## src/rtl/ss_pkg.sv

```systemverilog
// rtl/ss_pkg.sv - shared constants and types for the seven-segment display blocks
//
// Purpose: hex-to-segment lookup table (active-low abcdefg, bit 6 = a),
//          blank/none patterns and the digit index type.
package ss_pkg;

  localparam logic [6:0] SEG_BLANK = 7'h7F;
  localparam logic [3:0] SEL_NONE  = 4'hF;

  // Entry n is the active-low pattern for hex digit n (entry 15 listed first).
  localparam logic [15:0][6:0] HEX_SEG = {
    7'h38, 7'h30, 7'h42, 7'h31, 7'h60, 7'h08, 7'h04, 7'h00,
    7'h0F, 7'h20, 7'h24, 7'h4C, 7'h06, 7'h12, 7'h4F, 7'h01
  };

  typedef logic [1:0] digit_t;

endpackage

```

## src/rtl/ss_hex_decode.sv

```systemverilog
// rtl/ss_hex_decode.sv - combinational hex nibble to active-low segment decoder
//
// Ports:
//   nibble  in  4 : hex digit 0..F
//   seg     out 7 : active-low abcdefg pattern, bit 6 = a, bit 0 = g
import ss_pkg::*;

module ss_hex_decode (
  input  logic [3:0] nibble,
  output logic [6:0] seg
);

  assign seg = HEX_SEG[nibble];

endmodule

```

## src/rtl/ss_scan_driver.sv

```systemverilog
// rtl/ss_scan_driver.sv - 4-digit multiplexed seven-segment driver with double buffering, blanking and PWM
//
// Ports:
//   clk, rst_n        : clock, async active-low reset
//   load              : one-cycle strobe capturing value/dp_in into the shadow buffer
//   value[15:0]       : four hex nibbles, [3:0] = digit 0 (rightmost)
//   dp_in[3:0]        : decimal point per digit, 1 = lit
//   blank_lz          : leading-zero blanking enable
//   brightness[2:0]   : 0 = 1/8 on-time .. 7 = full on
//   pending           : shadow holds data not yet displayed
//   frame_start       : pulse one cycle before outputs show digit 0
//   ss_abcdefg_l[6:0] : segments, active-low
//   ss_dp_l           : decimal point, active-low
//   ss_sel_l[3:0]     : digit enables, active-low
import ss_pkg::*;

module ss_scan_driver #(
  parameter int DIGIT_CYCLES = 50000
) (
  input  logic        clk,
  input  logic        rst_n,
  input  logic        load,
  input  logic [15:0] value,
  input  logic [3:0]  dp_in,
  input  logic        blank_lz,
  input  logic [2:0]  brightness,
  output logic        pending,
  output logic        frame_start,
  output logic [6:0]  ss_abcdefg_l,
  output logic        ss_dp_l,
  output logic [3:0]  ss_sel_l
);

  localparam int SUB   = DIGIT_CYCLES / 8;
  localparam int SUB_W = (SUB > 1) ? $clog2(SUB) : 1;
  localparam logic [SUB_W-1:0] SUB_LAST = SUB_W'(SUB - 1);

  // The per-digit tick is kept as {slot, sub_cnt} so the PWM subslot index
  // falls out directly without dividing by DIGIT_CYCLES/8.
  logic [SUB_W-1:0] sub_cnt;
  logic [2:0]       slot;
  digit_t           digit;

  logic [15:0] shadow_value, active_value;
  logic [3:0]  shadow_dp, active_dp;

  logic       tick_wrap, frame_end;
  logic [3:0] nibble;
  logic [6:0] dec_seg;
  logic [3:0] lz_all;
  logic       blank;

  assign tick_wrap = (slot == 3'd7) && (sub_cnt == SUB_LAST);
  assign frame_end = tick_wrap && (digit == 2'd3);

  always_ff @(posedge clk or negedge rst_n) begin
    if (!rst_n) begin
      sub_cnt <= '0;
      slot    <= '0;
      digit   <= '0;
    end else if (sub_cnt == SUB_LAST) begin
      sub_cnt <= '0;
      slot    <= slot + 3'd1;
      if (slot == 3'd7) digit <= digit + 2'd1;
    end else begin
      sub_cnt <= sub_cnt + SUB_W'(1);
    end
  end

  // A load landing on the frame boundary bypasses the shadow wait and goes
  // live immediately, so pending never rises for it.
  always_ff @(posedge clk or negedge rst_n) begin
    if (!rst_n) begin
      shadow_value <= '0;
      shadow_dp    <= '0;
      active_value <= '0;
      active_dp    <= '0;
      pending      <= 1'b0;
    end else begin
      if (load) begin
        shadow_value <= value;
        shadow_dp    <= dp_in;
      end
      if (frame_end) begin
        pending <= 1'b0;
        if (load) begin
          active_value <= value;
          active_dp    <= dp_in;
        end else if (pending) begin
          active_value <= shadow_value;
          active_dp    <= shadow_dp;
        end
      end else if (load) begin
        pending <= 1'b1;
      end
    end
  end

  assign nibble = active_value[{digit, 2'b00} +: 4];

  ss_hex_decode u_dec (
    .nibble (nibble),
    .seg    (dec_seg)
  );

  // lz_all[i]: nibble i and every nibble above it are zero; digit 0 never blanks.
  always_comb begin
    lz_all    = '0;
    lz_all[3] = (active_value[15:12] == 4'h0);
    lz_all[2] = lz_all[3] && (active_value[11:8] == 4'h0);
    lz_all[1] = lz_all[2] && (active_value[7:4] == 4'h0);
    blank     = blank_lz && lz_all[digit];
  end

  always_ff @(posedge clk or negedge rst_n) begin
    if (!rst_n) begin
      ss_abcdefg_l <= SEG_BLANK;
      ss_dp_l      <= 1'b1;
      ss_sel_l     <= SEL_NONE;
      frame_start  <= 1'b0;
    end else begin
      ss_abcdefg_l <= blank ? SEG_BLANK : dec_seg;
      ss_dp_l      <= ~active_dp[digit];
      ss_sel_l     <= (slot <= brightness) ? ~(4'b0001 << digit) : SEL_NONE;
      frame_start  <= frame_end;
    end
  end

endmodule

```

## config.mk

```make
export PLATFORM = sky130hd
export DESIGN_NAME = ss_scan_driver
export DESIGN_NICKNAME = d
export VERILOG_FILES = /design/src/rtl/ss_pkg.sv /design/src/rtl/ss_hex_decode.sv /design/src/rtl/ss_scan_driver.sv
export SDC_FILE = /design/constraint.sdc
export NUM_CORES = 1
export LEC_CHECK = 0
export ABC_AREA = 1
export CAP_MARGIN = 30
export CELL_PAD_IN_SITES_DETAIL_PLACEMENT = 0
export CELL_PAD_IN_SITES_GLOBAL_PLACEMENT = 1
export CORE_MARGIN = 2
export CORE_UTILIZATION = 23
export CTS_CLUSTER_DIAMETER = 200
export CTS_CLUSTER_SIZE = 8
export DETAILED_ROUTE_END_ITERATION = 12
export PLACE_DENSITY_LB_ADDON = 0.1
export SKIP_CTS_REPAIR_TIMING = 1
export SYNTH_ARGS = -nofsm -noshare
export SYNTH_HDL_FRONTEND = slang
export SYNTH_SLANG_ARGS = --single-unit
export TNS_END_PERCENT = 1
```

## constraint.sdc

```tcl
create_clock -name clk -period 2.1 [get_ports clk]
set_input_delay 0.315 -clock clk [delete_from_list [all_inputs] [get_ports clk]]
set_output_delay 0.315 -clock clk [all_outputs]
set_load 0.02 [all_outputs]
```

After elaboration in Yosys (flattened, before gate mapping)
Memory sizes are Yosys's and may differ from the RTL's.
Cells that the tools add are included.

storage, ports and cells
  register bits = 72
  bits in read-only memories = 112
  input port bits = 27
  output and inout port bits = 14
  word-level logic and storage cells = 52
  memories = 1

operators by class
  add/subtract/negate cells = 3
  magnitude comparators = 3
  eq/ne operators = 3
  shifts and indexed selects = 2
  multiplexer cells = 14
  bitwise operators = 2
  reductions and logical operators = 12

memories
  name             depth  bits a word  rd ports  clocked after Yosys merged registers in  wr ports  RTL line             RTL
  (no name shown)  16     7            1         0                                        0         ss_hex_decode.sv:13  assign seg = HEX_SEG[nibble];

operators by type and width
  operator                 number
  $mux W16                 2
  $shiftx A16 B5 Y4        1
  $mux W7                  2
  $add A13 B1 Y13 const B  1
  $eq A13 B13 Y1 const B   1
  $mux W13                 1
  $logic_not A4 Y1         3
  $mux W4                  3
  $logic_and A1 B1 Y1      5
  $lt A4 B5 Y1 const B     1
  $bmux W1 S2              2
  $mux W1                  4
  $not A4 Y4               1
  $reduce_and A2 Y1        2
  $reduce_bool A2 Y1       2
  $shl A1 B2 Y4 const A    1
  $add A3 B1 Y3 const B    1
  $eq A3 B3 Y1 const B     1
  $le A3 B3 Y1             1
  $lt A2 B3 Y1 const B     1
  $add A2 B1 Y2 const B    1
  $eq A2 B2 Y1 const B     1
  $not A1 Y1               1

Logic depth before layout (Yosys ltp)
Gate-level depths: netlist (run 1).

  depth after elaboration = 7
  depth in mapped cells = 11
  gate-level depth less buffers = 11

Hierarchy
A second synthesis (run 1) with hierarchy kept.

second synthesis, totals
  cells, all modules = 432
  area, all modules = 3648.5 um^2

modules (own cells, without submodules)
  module          instances  cells each  area an instance (um^2)  seq. area each (um^2)
  ss_scan_driver  1          383         3374.5                   1816.7
  ss_hex_decode   1          49          274.0                    0.0

Worst setup path after synthesis (run 1)
No wires, ideal clock.

  path kind = register to register
  start = register digit[0]
  end = register ss_abcdefg_l[3]
  setup time = 66 ps
  data arrival time = 1528 ps
  required time = 2034 ps
  slack = 505 ps
  stages on the path, launching flop included = 11
  path buffers = 1
  clock period less this slack = 1595 ps
  cell sequence = dfrtp_1 -> buf_4 -> nand2_1 -> o21ai_0 -> nand2_1 -> nand2_1 -> ha_1 -> nand3b_1 -> nand2_1 -> nand2_1 -> nand3_1

on the way
  longest elaborated chain between the ends = 4
  elaborated cells on any way between the ends = 7
  classes of those cells = shift: 1; mux: 4; reduce/logical: 1; memory: 1

ends and longest elaborated chain
  element                                                               RTL line                                     RTL
  from (decl)                                                           ss_scan_driver.sv:42                         digit_t digit;
  from (signal assigned)                                                ss_scan_driver.sv:64                         if (slot == 3'd7) digit <= digit + 2'd1;
  $shiftx A16 B5 Y4 or $bmux W1 S2 (tied branches)                      ss_scan_driver.sv:99, ss_scan_driver.sv:112
  $mem_v2 Z16 W7 or $mux W1 (tied branches)                             n/a
  $mux W7 (implied by the code) or $logic_and A1 B1 Y1 (tied branches)  ss_hex_decode.sv:13, ss_scan_driver.sv:112
  $mux W7 *                                                             ss_scan_driver.sv:122                        ss_abcdefg_l <= blank ? SEG_BLANK : dec_seg;
  to (signal assigned)                                                  ss_scan_driver.sv:122
  to (decl)                                                             ss_scan_driver.sv:29                         output logic [6:0] ss_abcdefg_l,

Every way passes the cells marked *; elsewhere a longest branch is shown, timed or not. The select of a mux whose other input is x is not followed.
A chain may end at the register's enable or synchronous reset.

Worst setup path in the final report (run 1)
Ends and elaborated chain as after synthesis.

==> results.yml, run 1 <==
sta:
  hold_viol_final: 0
  timing_worst_slew_pin_value_ns: 0.639
  max_freq_mhz: 556
  timing_max_transition_violations_final: 0
  timing.slew.headroom_pct: 57.3
  timing.setup.tns_ns: 0
  grt_setup_unrepaired: "no"
  period_share_pct: 85.7
  fin_worst_skew_ns: 0.00675
  hold_slack_ns: 0.470
  period_minus_slack_ns: 1.80
  finalSetupViolations: 0
grt:
  grt_util_all_layers_pct: 11.7
  initial_antenna_violation_count: 0
  grt_max_degree: 35
  first_pass_grt_wire_length_mm: 15.2
  vias_in_the_first_global_route: 2939
  total_grt_overflow: 0
detailed_routing:
  drt-initial-drc-count: 120
  dr_total_vias: 2842
  detail_route.drc_violations: 0
  drt_pass1_iterations: 4
  route.detailed.vias_per_inst: 4.03
  finalWirelength_mm: 8.99
  ant_nets: 0
  route.detailed.wl_per_inst_um: 12.7
power:
  ir_drop_mv: 0.336
  switching_power_uw: 677
  power.combinational.fraction_pct: 5.2
  power_report.internal_total_uw: 2390
  p_clk_share_pct: 48.1
  cellLeakagePower_uw: 0.00229
  pwr_density_cell_mw_per_mm2: 665
  swShare_pct: 22.0
  seqPwrFrac_pct: 46.7
synth:
  synth.net_count: 482
  ys_ff_latch: 72
  synthesis.area_mm2: 0.00366
  synth_enable_flop_cells: 0
  synth_seq_area_share_pct: 49.6
  synthesis.yosys.warnings: 0
  syn-mean-instance-area_um2: 8.36
  ys.flop_type: "sky130_fd_sc_hd__dfrtp_1"
  number_of_instances_in_the_synthesized_netlist: 438
  async_flop_share_pct: 100
  yosysUniqueCellTypes: 32
die:
  top_level_ports: 41
  core_area_mm2: 0.0157
  die_h_um: 130
  floorplan.initialDensity_pct: 23.3
  floorplan.die_area_mm2: 0.0169
  die_x_um: 130
  floorplan.rows: 46
min_path:
  timing.hold.worst.class: "flop to flop"
critical_path:
  worst_setup_path_start_kind: "flop"
  crit_arrival_ns: 2.06
  rrSetupSlack_ns: 0.30
  critPathRequiredTime_ns: 2.36
  endpoint_kind: "flop"
  critical_path_peak_fanout: 10
  setup.worst_path.class: "flop to flop"
placed_design:
  dp_hpwl_mm: 6.70
  gp_routability_congestion: 0.759
  port_buffers: 40
cts:
  ctsLongestPathBuffers: 2
  tritoncts: "built"
  clock_insertion_delay_worst_skew_ns: 0.34
  cts_buffers: 9
  cts_root_buffer: "sky130_fd_sc_hd__clkbuf_16"
  cts.reportedPaths.clkPinSlew_ns: 0.05
  cts.htree.levels: 3
  cts.sinks: 72
layout:
  area.growth.synth_to_final_pct: 26.0
  mostFrequentLayoutCell: "sky130_fd_sc_hd__nand2_1"
  post_route_cells_drive_above_1_share_pct: 12.7
  finish.net_count: 528
  layout.cells.most_common_list: "sky130_fd_sc_hd__nand2_1, sky130_fd_sc_hd__dfrtp_1, sky130_fd_sc_hd__clkdlybuf4s50_1"
  fill_cells: 1702
run:
  reported_max_cap_violation_count: 0
outcome:
  status: "finished clean"
layer usage:
layer | track usage (%) | up-vias | part of all wire [%]
met3 | 2.17 | 12 | 3.1
met2 | 17.7 | 46 | 43
met5 | 0 | - | 0
met4 | 5.50 | 0 | 2.0
li1 | - | 1480 | -
met1 | 16.3 | 1304 | 51
power groups by stage:
| stage | clock, uW | combinational, uW | sequential [uW] |
|---|---|---|---|
| floorplan | 0 | 51.8 | 1460 |
| detailed placement | 0 | 164 | 1460 |
| global route | 1590 | 184 | 1430 |
| global placement | 0 | 161 | 1460 |
| finish | 1480 | 159 | 1430 |
| CTS | 1530 | 165 | 1430 |
synthesized netlist by cell type, drive strengths merged, types with 7 or more instances:
cell / instances / area, um^2
buf: 11 / 97.6
o21ai: 11 / 55.1
dfrtp: 60 / 1500
dfstp: 12 / 315
nor3: 7 / 35.0
nand3: 26 / 143
inv: 39 / 146
nor2: 17 / 115
ha: 17 / 213
nand4: 23 / 156
nand2: 191 / 727
sequential cells by signal, indices dropped and copies added, names as in the netlist:
signal	flops
pending	1
ss_dp_l	1
digit	2
slot	3
ss_abcdefg_l	7
frame_start	1
shadow_value	16
ss_sel_l	4
active_dp	4
sub_cnt	13
shadow_dp	4
active_value	16
final cells by class:
class | count | area (um^2) | share of cell area, %
antenna | 1 | 2.50 | 0.0542
clock buffer | 14 | 274 | 5.94
clock inverter | 2 | 12.5 | 0.271
inverter | 39 | 149 | 3.23
multi-input combinational | 311 | 1580 | 34.2
sequential | 72 | 1820 | 39.4
tap | 216 | 270 | 5.86
timing repair buffer | 51 | 508 | 11.0
critical path, stage by stage (launching register included):
cell                       delay, ns
sky130_fd_sc_hd__dfrtp_2        0.50
sky130_fd_sc_hd__buf_4          0.20
sky130_fd_sc_hd__nand2_1        0.06
sky130_fd_sc_hd__nand3_1        0.09
sky130_fd_sc_hd__nand2_1        0.17
sky130_fd_sc_hd__ha_1           0.34
sky130_fd_sc_hd__nand3b_1       0.17
sky130_fd_sc_hd__nand2_1        0.08
sky130_fd_sc_hd__nand2_1        0.04
sky130_fd_sc_hd__nand3_1        0.08
worst paths after layout:
kind | startpoint | endpoint | cells past startpoint
max | digit[0]$_DFFE_PN0P_ | ss_abcdefg_l[3]$_DFF_PN1_ | 9
min in group asynchronous | rst_n | sub_cnt[8]$_DFF_PN0_ | 2
max reg2reg | digit[0]$_DFFE_PN0P_ | ss_abcdefg_l[3]$_DFF_PN1_ | 9
min reg2reg | shadow_value[12]$_DFFE_PN0P_ | shadow_value[12]$_DFFE_PN0P_ | 2
min | shadow_value[12]$_DFFE_PN0P_ | shadow_value[12]$_DFFE_PN0P_ | 2
max in group asynchronous | rst_n | ss_sel_l[0]$_DFF_PN1_ | 3
kinds of logic after synthesis:
| group | share of synthesized area [%] |
|---|---|
| AO/OA/AOI/OAI | 2.87 |
| XOR/XNOR | 1.20 |
| adder cells (fa/ha/maj) | 5.81 |
| buffers and inverters | 7.28 |
| flip-flops | 49.6 |
| AND/OR/NAND/NOR | 33.2 |
through the flow:
stage	total power, uW	setup slack, ns	instance area (um^2)	std cells	utilization [%]
2_1_floorplan	1510	0.505	3660	438	-
3_3_place_gp	1620	0.179	4310	688	27.4
3_5_place_dp	1620	0.180	4310	688	27.4
4_1_cts	3130	0.161	4600	704	29.3
5_1_grt	3200	0.106	4610	705	29.3
6_report	3070	0.300	4610	706	29.4
No activity file was read; power rests on OpenSTA's default activity.
==> run 2, diff against run 1 <==
Settings changed: GPL_ROUTABILITY_DRIVEN set to 0.
==> results of run 2 <==
The final DEF is identical to that of run 1; final timing and power are the same.
